--- src/rtl/status_bar_anim.sv ---
// Status bar renderer for two players: health bar with a draining damage
// trail (ghost), a blinking low-health warning, and a shield strip below.
// Pixel output is registered one clock behind hCount/vCount.
module status_bar_anim #(
    parameter int SEG_W        = 10,
    parameter int LEVELS       = 15,
    parameter int P1_X0        = 192,
    parameter int P2_X0        = 592,
    parameter int BAR_Y0       = 54,
    parameter int BAR_Y1       = 71,
    parameter int SH_Y0        = 75,
    parameter int SH_Y1        = 78,
    parameter int DRAIN_FRAMES = 4,
    parameter int BLINK_FRAMES = 8,
    parameter int LOW_THRESH   = 5,
    parameter int P2_MIRROR    = 1
) (
    input  logic        clk,
    input  logic        reset,
    input  logic [9:0]  hCount,
    input  logic [9:0]  vCount,
    input  logic        frame_tick,
    input  logic [3:0]  p1_health,
    input  logic [3:0]  p1_shield,
    input  logic [3:0]  p2_health,
    input  logic [3:0]  p2_shield,
    output logic [11:0] bar_pixel,
    output logic        bar_draw
);

    localparam int BAR_W = LEVELS * SEG_W;

    localparam logic [3:0] LEVEL_MAX = 4'(LEVELS);
    localparam logic [3:0] LOW_LVL   = 4'(LOW_THRESH);

    localparam int DW = (DRAIN_FRAMES > 1) ? $clog2(DRAIN_FRAMES) : 1;
    localparam int BW = (BLINK_FRAMES > 1) ? $clog2(BLINK_FRAMES) : 1;
    localparam logic [DW-1:0] DRAIN_LAST = DW'(DRAIN_FRAMES - 1);
    localparam logic [BW-1:0] BLINK_LAST = BW'(BLINK_FRAMES - 1);

    // Geometry at 11 bits so the +2 border never wraps a 10-bit coordinate.
    localparam logic [10:0] SEG_PX = 11'(SEG_W);
    localparam logic [10:0] P1_IL  = 11'(P1_X0);
    localparam logic [10:0] P1_IR  = 11'(P1_X0 + BAR_W);
    localparam logic [10:0] P1_FL  = 11'(P1_X0 - 2);
    localparam logic [10:0] P1_FR  = 11'(P1_X0 + BAR_W + 2);
    localparam logic [10:0] P2_IL  = 11'(P2_X0);
    localparam logic [10:0] P2_IR  = 11'(P2_X0 + BAR_W);
    localparam logic [10:0] P2_FL  = 11'(P2_X0 - 2);
    localparam logic [10:0] P2_FR  = 11'(P2_X0 + BAR_W + 2);
    localparam logic [10:0] BY0    = 11'(BAR_Y0);
    localparam logic [10:0] BY1    = 11'(BAR_Y1);
    localparam logic [10:0] BFY0   = 11'(BAR_Y0 - 2);
    localparam logic [10:0] BFY1   = 11'(BAR_Y1 + 2);
    localparam logic [10:0] SY0    = 11'(SH_Y0);
    localparam logic [10:0] SY1    = 11'(SH_Y1);
    localparam logic [10:0] SFY0   = 11'(SH_Y0 - 2);
    localparam logic [10:0] SFY1   = 11'(SH_Y1 + 2);

    localparam logic [11:0] COL_BLACK   = 12'h000;
    localparam logic [11:0] COL_GREEN   = 12'h0C0;
    localparam logic [11:0] COL_RED     = 12'hF00;
    localparam logic [11:0] COL_DKRED   = 12'h600;
    localparam logic [11:0] COL_YELLOW  = 12'hFF0;
    localparam logic [11:0] COL_PURPLE  = 12'hF0F;
    localparam logic [11:0] COL_WHITE   = 12'hFFF;

    // Index 0 is player 1, index 1 is player 2.
    logic [3:0]    health_in [2];
    logic [3:0]    shield_in [2];

    logic [3:0]    health_q [2];
    logic [3:0]    health_d [2];
    logic [3:0]    shield_q [2];
    logic [3:0]    shield_d [2];
    logic [3:0]    ghost_q  [2];
    logic [3:0]    ghost_d  [2];
    logic [DW-1:0] drain_q  [2];
    logic [DW-1:0] drain_d  [2];

    logic [BW-1:0] blink_cnt_q;
    logic [BW-1:0] blink_cnt_d;
    logic          blink_phase_q;
    logic          blink_phase_d;

    logic [11:0]   pixel_q;
    logic [11:0]   pixel_d;
    logic          draw_q;
    logic          draw_d;

    function automatic logic [3:0] clamp_level(input logic [3:0] lvl);
        return (lvl > LEVEL_MAX) ? LEVEL_MAX : lvl;
    endfunction

    // Health interior colour: live fill first, then the ghost trail, then empty.
    function automatic logic [11:0] health_colour(
        input logic [10:0] off,
        input logic [10:0] hpx,
        input logic [10:0] gpx,
        input logic        low,
        input logic        phase
    );
        logic [11:0] c;
        c = COL_BLACK;
        if (off < hpx) begin
            if (!low) begin
                c = COL_GREEN;
            end else if (phase) begin
                c = COL_RED;
            end else begin
                c = COL_DKRED;
            end
        end else if (off < gpx) begin
            c = COL_YELLOW;
        end
        return c;
    endfunction

    // Gather per-player level inputs into arrays for the loops below.
    always_comb begin
        health_in[0] = p1_health;
        health_in[1] = p2_health;
        shield_in[0] = p1_shield;
        shield_in[1] = p2_shield;
    end

    // Per-frame level latch plus ghost trail: heal snaps up, damage drains slowly.
    always_comb begin
        for (int p = 0; p < 2; p++) begin
            health_d[p] = health_q[p];
            shield_d[p] = shield_q[p];
            ghost_d[p]  = ghost_q[p];
            drain_d[p]  = drain_q[p];
            if (frame_tick) begin
                health_d[p] = clamp_level(health_in[p]);
                shield_d[p] = clamp_level(shield_in[p]);
                if (health_d[p] >= ghost_q[p]) begin
                    // Heal wins over a pending drain step.
                    ghost_d[p] = health_d[p];
                    drain_d[p] = '0;
                end else if (drain_q[p] == DRAIN_LAST) begin
                    drain_d[p] = '0;
                    ghost_d[p] = ghost_q[p] - 4'd1;
                end else begin
                    drain_d[p] = drain_q[p] + 1'b1;
                end
                if (ghost_d[p] == health_d[p]) begin
                    drain_d[p] = '0;
                end
            end
        end
    end

    // Frame-rate blink timer for the low-health warning.
    always_comb begin
        blink_cnt_d   = blink_cnt_q;
        blink_phase_d = blink_phase_q;
        if (frame_tick) begin
            if (blink_cnt_q == BLINK_LAST) begin
                blink_cnt_d   = '0;
                blink_phase_d = ~blink_phase_q;
            end else begin
                blink_cnt_d = blink_cnt_q + 1'b1;
            end
        end
    end

    // Pixel classification: interiors take priority over the white border.
    always_comb begin
        logic [10:0] h_ext;
        logic [10:0] v_ext;
        logic        in_bar_rows;
        logic        in_bar_frows;
        logic        in_sh_rows;
        logic        in_sh_frows;
        logic [10:0] x_lo;
        logic [10:0] x_hi;
        logic [10:0] f_lo;
        logic [10:0] f_hi;
        logic        in_cols;
        logic        in_fcols;
        logic [10:0] off;
        logic [10:0] hpx;
        logic [10:0] gpx;
        logic [10:0] spx;
        logic        low;

        pixel_d = COL_BLACK;
        draw_d  = 1'b0;

        h_ext        = {1'b0, hCount};
        v_ext        = {1'b0, vCount};
        in_bar_rows  = (v_ext >= BY0)  && (v_ext <= BY1);
        in_bar_frows = (v_ext >= BFY0) && (v_ext <= BFY1);
        in_sh_rows   = (v_ext >= SY0)  && (v_ext <= SY1);
        in_sh_frows  = (v_ext >= SFY0) && (v_ext <= SFY1);

        for (int p = 0; p < 2; p++) begin
            x_lo     = (p == 0) ? P1_IL : P2_IL;
            x_hi     = (p == 0) ? P1_IR : P2_IR;
            f_lo     = (p == 0) ? P1_FL : P2_FL;
            f_hi     = (p == 0) ? P1_FR : P2_FR;
            in_cols  = (h_ext >= x_lo) && (h_ext < x_hi);
            in_fcols = (h_ext >= f_lo) && (h_ext < f_hi);

            if ((p == 1) && (P2_MIRROR != 0)) begin
                off = (x_hi - 11'd1) - h_ext;
            end else begin
                off = h_ext - x_lo;
            end

            hpx = 11'(health_q[p]) * SEG_PX;
            gpx = 11'(ghost_q[p])  * SEG_PX;
            spx = 11'(shield_q[p]) * SEG_PX;
            low = (health_q[p] < LOW_LVL);

            if (in_cols && in_bar_rows) begin
                draw_d  = 1'b1;
                pixel_d = health_colour(off, hpx, gpx, low, blink_phase_q);
            end else if (in_cols && in_sh_rows) begin
                draw_d  = 1'b1;
                pixel_d = (off < spx) ? COL_PURPLE : COL_BLACK;
            end else if (in_fcols && (in_bar_frows || in_sh_frows)) begin
                draw_d  = 1'b1;
                pixel_d = COL_WHITE;
            end
        end
    end

    // State and output registers; reset restores full bars and clears any trail.
    always_ff @(posedge clk or posedge reset) begin
        if (reset) begin
            for (int p = 0; p < 2; p++) begin
                health_q[p] <= LEVEL_MAX;
                shield_q[p] <= LEVEL_MAX;
                ghost_q[p]  <= LEVEL_MAX;
                drain_q[p]  <= '0;
            end
            blink_cnt_q   <= '0;
            blink_phase_q <= 1'b1;
            pixel_q       <= COL_BLACK;
            draw_q        <= 1'b0;
        end else begin
            for (int p = 0; p < 2; p++) begin
                health_q[p] <= health_d[p];
                shield_q[p] <= shield_d[p];
                ghost_q[p]  <= ghost_d[p];
                drain_q[p]  <= drain_d[p];
            end
            blink_cnt_q   <= blink_cnt_d;
            blink_phase_q <= blink_phase_d;
            pixel_q       <= pixel_d;
            draw_q        <= draw_d;
        end
    end

    assign bar_pixel = pixel_q;
    assign bar_draw  = draw_q;

endmodule
--- config.mk ---
export PLATFORM = sky130hd
export DESIGN_NAME = status_bar_anim
export DESIGN_NICKNAME = d
export VERILOG_FILES = /design/src/rtl/status_bar_anim.sv
export SDC_FILE = /design/constraint.sdc
export NUM_CORES = 1
export LEC_CHECK = 0
export ABC_AREA = 1
export CAP_MARGIN = 25
export CORE_MARGIN = 5
export CORE_UTILIZATION = 60
export DETAILED_ROUTE_END_ITERATION = 12
export PLACE_DENSITY_LB_ADDON = 0.1
export SETUP_SLACK_MARGIN = 0.3
export SLEW_MARGIN = 10
export SYNTH_ARGS = -nofsm -noshare
export SYNTH_HDL_FRONTEND = slang
export SYNTH_SLANG_ARGS = --single-unit
--- constraint.sdc ---
create_clock -name clk -period 8.6 [get_ports clk]
set_input_delay 1.72 -clock clk [delete_from_list [all_inputs] [get_ports clk]]
set_output_delay 1.72 -clock clk [all_outputs]
set_load 0.02 [all_outputs]
==> results of run 1 <==
==> power by group <==
group | internal, mW | total (mW) | switching [mW]
combinational | 0.279 | 0.686 | 0.407
clock | 0.124 | 0.194 | 0.0701
sequential | 0.242 | 0.284 | 0.0420
==> worst max-delay path by stage <==
stage	to	slack, ns	cells past startpoint
after floorplan	bar_pixel[8]	5.03	15
after global placement	bar_pixel[8]	4.20	15
after detailed placement	bar_pixel[8]	4.07	15
after CTS	bar_pixel[8]	4.39	15
after global routing	bar_pixel[8]	4.16	15
final	bar_pixel[8]	4.37	16
==> cell type report <==
cell class	instances	area [sq um]	area share, %
Sequential cell	38	982.2	18.07
Inverter	112	420.4	7.733
Timing Repair Buffer	52	518.0	9.528
Clock inverter	2	60.06	1.105
Multi-Input combinational cell	536	3246	59.70
Clock buffer	6	82.58	1.519
Tap cell	102	127.6	2.348
==> Yosys cell counts, types with 4 or more instances <==
library cell,n,area (sq um)
nand2_1,190,713.2
clkbuf_1,6,22.52
inv_2,7,26.28
buf_4,9,67.56
a21oi_1,30,150.1
nor2_4,4,45.04
fa_1,6,120.1
dfrtp_1,13,325.3
nand3_1,35,175.2
inv_1,104,390.4
o21ai_0,36,180.2
nand4_1,6,37.54
dfstp_2,25,656.9
nand2_2,7,43.79
xor2_1,13,113.9
xnor2_1,4,35.03
a21oi_2,4,35.03
nor2_1,81,304.0
ha_1,79,988.5
nor2_2,9,56.30
==> metrics by stage <==
step	util (%)	hold slack, ns	std cells	worst slack [ns]
CTS	70.35	0.4886	848	4.385
finish	70.35	0.4860	848	4.372
detailed placement	68.51	0.4728	840	4.075
floorplan	-	0.4459	704	5.032
global route	70.35	0.5028	848	4.161
global placement	68.51	0.4602	840	4.200
==> flip-flops by register name, indices dropped and copies added, names as in the netlist <==
name,flops
ghost_q,8
health_q,8
shield_q,8
bar_pixel,5
drain_q,4
blink_cnt_q,3
bar_draw,1
blink_phase_q,1
==> worst register-to-register path: stages, from the launching register on <==
cell,delay (ns)
dfstp_2,0.59
ha_1,0.24
ha_1,0.23
fa_1,0.38
xnor2_1,0.20
ha_1,0.27
a21o_1,0.18
nor2_1,0.09
nand2_1,0.05
a21oi_1,0.22
nand2_2,0.11
nand2_1,0.08
nand2_1,0.05
a21oi_1,0.15
nand2_1,0.07
==> layer usage <==
metal | vias to the layer above | track usage (%)
met1 | 1965 | 28.94
met4 | 0 | 8.403
li1 | 2311 | -
met5 | - | 0
met2 | 106 | 37.86
met3 | 21 | 4.067
==> logic make-up (layout without fill, tap and decap cells) <==
| group | count (synthesis) | count (layout) |
|---|---|---|
| compound gates | 87 | 87 |
| xor+xnor | 17 | 17 |
| fa+ha+maj | 85 | 85 |
| buf+inv | 130 | 172 |
| flops | 38 | 38 |
| simple gates | 347 | 347 |
==> placed cells by master, fill, tap and decap left out, types with 2 or more instances in the layout <==
master,count
nand2_1,190
inv_1,104
nor2_1,81
ha_1,79
clkdlybuf4s50_1,51
o21ai_0,36
nand3_1,35
a21oi_1,30
dfstp_2,25
xor2_1,13
dfrtp_1,13
nor2_2,9
inv_2,7
nand2_2,7
nand4_1,6
fa_1,6
clkbuf_8,6
xnor2_1,4
a21oi_2,4
nor2_4,4
o21bai_1,3
nand3_2,3
nor3_1,3
nand3b_1,3
a211oi_1,3
a21o_1,3
or2_2,2
o21ai_2,2
nor4_1,2
bufinv_16,2
==> impl_metrics.env, run 1 <==
export IMPL_cp_max_fo=10
export IMPL_drt_pass1_iter_count=5
export IMPL_avgViaCountPerCell=5.192
export IMPL_hpwl_mm=8.773
export IMPL_max_slew_margin_rel_pct=36.39
export IMPL_synth_nets=828
export IMPL_tightest_slew_ns=0.9512
export IMPL_yosys_warnings=0
export IMPL_leakage_nw=2.867
export IMPL_diodes=0
export IMPL_clk_pin_slew_worst_paths_ns=0.08
export IMPL_path_buf_inv=2
export IMPL_slowest_delay_ns=0.61
export IMPL_dieArea_sq_um=9837
export IMPL_min_from="shield_q[0]"
export IMPL_drc=0
export IMPL_io_buffers=51
export IMPL_cts_buffers=5
export IMPL_tns_ns=0
export IMPL_cts_tree="yes"
export IMPL_ctsLongestPathBuffers=2
export IMPL_synthXorXnorAreaFrac_pct=3.120
export IMPL_drtIter0Drc=128
export IMPL_synth_edf_count=0
export IMPL_syn_avg_cell_area_sq_um=6.779
export IMPL_fin_nets=869
export IMPL_min_path_type="flip-flop to flip-flop"
export IMPL_finalClockSkew_ns=0.005774
export IMPL_overflow=0
export IMPL_seq_area_frac_synth_pct=20.58
export IMPL_wirelength_mm=10.66
export IMPL_wl_met1_mm=4.921
export IMPL_ys_flop_type="dfstp_2"
export IMPL_root_buffer="clkbuf_8"
export IMPL_vdd_drop_max_mv=0.1864
export IMPL_max_cap_viol_count=0
export IMPL_critical_path_top_delay_family="buffers and inverters"
export IMPL_rsz0062_at_grt="false"
export IMPL_die_h_microns=99.18
export IMPL_r2r_end="bar_pixel[8]"
export IMPL_min_path_cells=2
export IMPL_core_area_sq_um=7727
export IMPL_rows=32
export IMPL_io_pins=52
export IMPL_synth_top_family_by_area="simple AND/OR/NAND/NOR gates"
export IMPL_synth_mux_area_fraction_pct=0
export IMPL_postSynth_asyncResetShare_pct=100.0
export IMPL_cp_cell_sequence="clkdlybuf4s50_1 -> ha_1 -> nor2_2 -> xor2_1 -> inv_1 -> ha_1 -> nand2_1 -> a21oi_1 -> nor2_1 -> nand2_1 -> a21oi_1 -> nand2_2 -> nand2_1 -> nand2_1 -> a21oi_1 -> nand2_1"
export IMPL_p_per_area_nw_per_um2=214.0
export IMPL_clk_latency_ns=0.30
export IMPL_place_area_sq_um=5294
export IMPL_synth_compound_area_share_pct=10.51
export IMPL_synth_adder_area_share_pct=23.23
export IMPL_design_area_sq_um=5436
export IMPL_ant_nets=0
export IMPL_ys_types=39
export IMPL_finalCriticalPeriod_ns=4.228
export IMPL_arrival_ns=4.41
export IMPL_top_layer_used="met4"
export IMPL_status="finished clean"
export IMPL_routed_wl_met3_microns=612
export IMPL_start_util_pct=61.76
export IMPL_areaGrowthSynthToFinish_pct=13.92
export IMPL_setup_violations=0
export IMPL_track_usage_pct=22.57
export IMPL_drv_slew=0
export IMPL_crit_path_frequent_cell="nand2_1"
export IMPL_n_fill_cell=650
export IMPL_ys_ff_latch=38
export IMPL_synth_cells=704
export IMPL_slowest_stage="clkdlybuf4s50_1"
export IMPL_crit_start="hCount[2]"
export IMPL_postCtsSetupRepairBufs=0
export IMPL_startpoint_type="primary input"
export IMPL_syn_area_sq_um=4772
export IMPL_finalHoldViolCount=0
export IMPL_r2r_cells=14
export IMPL_hold_end="shield_q[0]"
export IMPL_p_total_mw=1.164
export IMPL_cts_sink_count=38
export IMPL_critPathKind="primary input to flip-flop"
export IMPL_grt_pass1_vias=4326
export IMPL_reg2reg_from="health_q[3]"
export IMPL_die_w_microns=99.18
export IMPL_met2_length_mm=4.805
export IMPL_gp_congestion=0.9370
export IMPL_wl_per_cell_microns=12.58
export IMPL_post_cts_resized=0
export IMPL_antenna_found_initial=0
export IMPL_critPathCaptureType="flip-flop"
export IMPL_required_ns=8.78
export IMPL_synth_simple_gate_area_share_pct=31.15
export IMPL_drive_gt1_share_pct=10.05
export IMPL_holdBufCountCts=0
export IMPL_r2r_setup_slack_ns=5.58
export IMPL_grt_first_pass_wirelength_mm=18.84
export IMPL_fmax_ghz=0.2365
export IMPL_grt_max_degree=39
export IMPL_num_vias=4403
export IMPL_fin_crit_sh_pct=49.16
export IMPL_h_tree_depth=2
Note: power is estimated with default switching activity, not from simulation.
==> inputs of run 2 (changes only) <==
--- a/config.mk
+++ b/config.mk
@@ -8,7 +8,7 @@
 export ABC_AREA = 1
 export CAP_MARGIN = 25
 export CORE_MARGIN = 5
-export CORE_UTILIZATION = 60
+export CORE_UTILIZATION = 53
 export DETAILED_ROUTE_END_ITERATION = 12
 export PLACE_DENSITY_LB_ADDON = 0.1
 export SETUP_SLACK_MARGIN = 0.3
==> constraint.sdc (replaced) <==
create_clock -name clk -period 3.56 [get_ports clk]
set_input_delay 0.712 -clock clk [delete_from_list [all_inputs] [get_ports clk]]
set_output_delay 0.712 -clock clk [all_outputs]
set_load 0.02 [all_outputs]
==> run 2 against run 1 <==
First-iteration DRC count fell by 7.0%. Flip-flop and latch count did not move. Count of clock-buffer cells in the layout did not move. Highest routed layer unchanged. Register-to-register slack got worse by 5.1 ns. Combinational power rose by 140%. Design area rose by 1.4%. Worst setup slack got worse by 3.9 ns. Clock power rose by 140%. Final cell count rose by 1.7%. Core utilization fell by 7.4 points. Critical path depth fell by 2.
==> impl_metrics.env, run 2 (synthesized netlist as in run 1, its figures left out) <==
export IMPL_met2_usage_pct=36.29
export IMPL_root_buffer="clkbuf_8"
export IMPL_post_place_ws_ns=0.1793
export IMPL_num_vias=4418
export IMPL_critPathCaptureType="flip-flop"
export IMPL_whs_ns=0.4811
export IMPL_rows=34
export IMPL_setup_violations=0
export IMPL_track_usage_pct=21.46
export IMPL_cts_sink_count=38
export IMPL_cp_max_fo=5
export IMPL_wl_per_cell_microns=13.40
export IMPL_drc=0
export IMPL_diodes=0
export IMPL_ant_nets=0
export IMPL_cts_tree="yes"
export IMPL_grt_first_pass_wirelength_mm=19.92
export IMPL_max_slew_margin_rel_pct=40.87
export IMPL_reg_top3="ghost_q (8), health_q (8), shield_q (8)"
export IMPL_wirelength_mm=11.55
export IMPL_min_path_type="flip-flop to flip-flop"
export IMPL_grtUsageMet1_pct=28.34
export IMPL_path_buf_inv=0
export IMPL_io_buffers=51
export IMPL_grt_max_degree=34
export IMPL_critPathKind="flip-flop to flip-flop"
export IMPL_io_pins=52
export IMPL_seq_area_sq_um=982.2
export IMPL_p_per_area_nw_per_um2=509.8
export IMPL_grtUsageMet3_pct=4.007
export IMPL_finalCriticalPeriod_ns=3.038
export IMPL_arrival_ns=3.22
export IMPL_die_h_microns=104.9
export IMPL_post_cts_resized=0
export IMPL_n_fill_cell=803
export IMPL_overflow=0
export IMPL_cp_cell_sequence="ha_1 -> ha_1 -> fa_1 -> xnor2_1 -> ha_1 -> a21o_1 -> nor2_1 -> nand2_1 -> a21oi_1 -> nand2_2 -> nand3_2 -> nand2_1 -> a21oi_1 -> nand2_1"
export IMPL_holdBufCountCts=0
export IMPL_antenna_found_initial=0
export IMPL_layout_commonest_cell="nand2_1"
export IMPL_tns_ns=0
export IMPL_vdd_drop_max_mv=0.4008
export IMPL_fin_crit_sh_pct=85.34
export IMPL_ctsLongestPathBuffers=2
export IMPL_fmax_ghz=0.3291
export IMPL_clk_pin_slew_worst_paths_ns=0.08
export IMPL_finalHoldViolCount=0
export IMPL_finalClockSkew_ns=0.009410
export IMPL_final_cell_mix="nand2_1 (190), inv_1 (104), nor2_1 (81)"
export IMPL_fin_nets=877
export IMPL_postCtsSetupRepairBufs=0
export IMPL_rsz0062_at_grt="false"
export IMPL_clk_latency_ns=0.29
export IMPL_critical_path_top_delay_family="adder cells"
export IMPL_start_util_pct=54.45
export IMPL_dieArea_sq_um=11000
export IMPL_leakage_nw=2.905
export IMPL_die_w_microns=104.9
export IMPL_gp_congestion=0.8946
export IMPL_drive_gt1_share_pct=11.27
export IMPL_multi_input_area_sq_um=3256
export IMPL_drtIter0Drc=119
export IMPL_grt_busiest_layer="met2"
export IMPL_cts_buffers=5
export IMPL_avgViaCountPerCell=5.125
export IMPL_startpoint_type="flip-flop"
export IMPL_max_cap_viol_count=0
export IMPL_required_ns=3.74
export IMPL_fin_ws_ns=0.5219
export IMPL_status="finished clean"
export IMPL_core_area_sq_um=8763
export IMPL_p_total_mw=2.811
export IMPL_tightest_slew_ns=0.8860
export IMPL_slowest_stage="dfstp_2"
export IMPL_drt_pass1_iter_count=4
export IMPL_grt_pass1_vias=4362
export IMPL_areaGrowthSynthToFinish_pct=15.55
export IMPL_drv_slew=0
export IMPL_h_tree_depth=2
export IMPL_hpwl_mm=9.574
export IMPL_slowest_delay_ns=0.60
## run 2: changes by cell type in the layout (fill, tap and decap cells not counted), sizes merged
cell,previous run,this run
buf,1,9
## run 2: per-stage QoR
step | utilization (%) | instances | area (sq um)
after floorplan | - | 704 | 4772
after CTS | 62.81 | 862 | 5504
after detailed placement | 61.18 | 854 | 5361
after global placement | 61.18 | 854 | 5361
after global routing | 62.92 | 862 | 5514
final | 62.92 | 862 | 5514
## run 2: path summary, 6_finish.rpt
check,startpoint,to,slack [ns],depth (start not counted)
max in group asynchronous,reset,shield_q[7],1.95,3
setup / recovery,health_q[3],bar_pixel[8],0.52,14
hold / removal,blink_cnt_q[1],blink_cnt_q[1],0.48,2
setup reg to reg,health_q[3],bar_pixel[8],0.52,14
hold reg to reg,blink_cnt_q[1],blink_cnt_q[1],0.48,2
min in group asynchronous,reset,drain_q[1],0.81,2
## run 2: power breakdown
group	internal (mW)	total, mW	switching [mW]
sequential	0.584	0.688	0.103
combinational	0.681	1.66	0.981
clock	0.299	0.463	0.163
total	1.56	2.81	1.25
## run 2: metal layers
metal	up-vias	routed length (microns)
met3	17	509
li1	2332	-
met2	102	5355
met5	-	0
met4	0	157
met1	1967	5530
## run 2: layout make-up
class	instances	share of cell area [%]
multi-input cells	536	59.04
flip-flops and latches	38	17.81
repair buffers	60	10.48
inverters	112	7.624
well taps	108	2.451
clock buffers	6	1.498
clock inverters	2	1.089
## run 2: tightest hold or removal path, stage by stage, from the launching register on
cell,delay (ns)
dfrtp_1,0.35
nand2_1,0.05
nand2_1,0.05
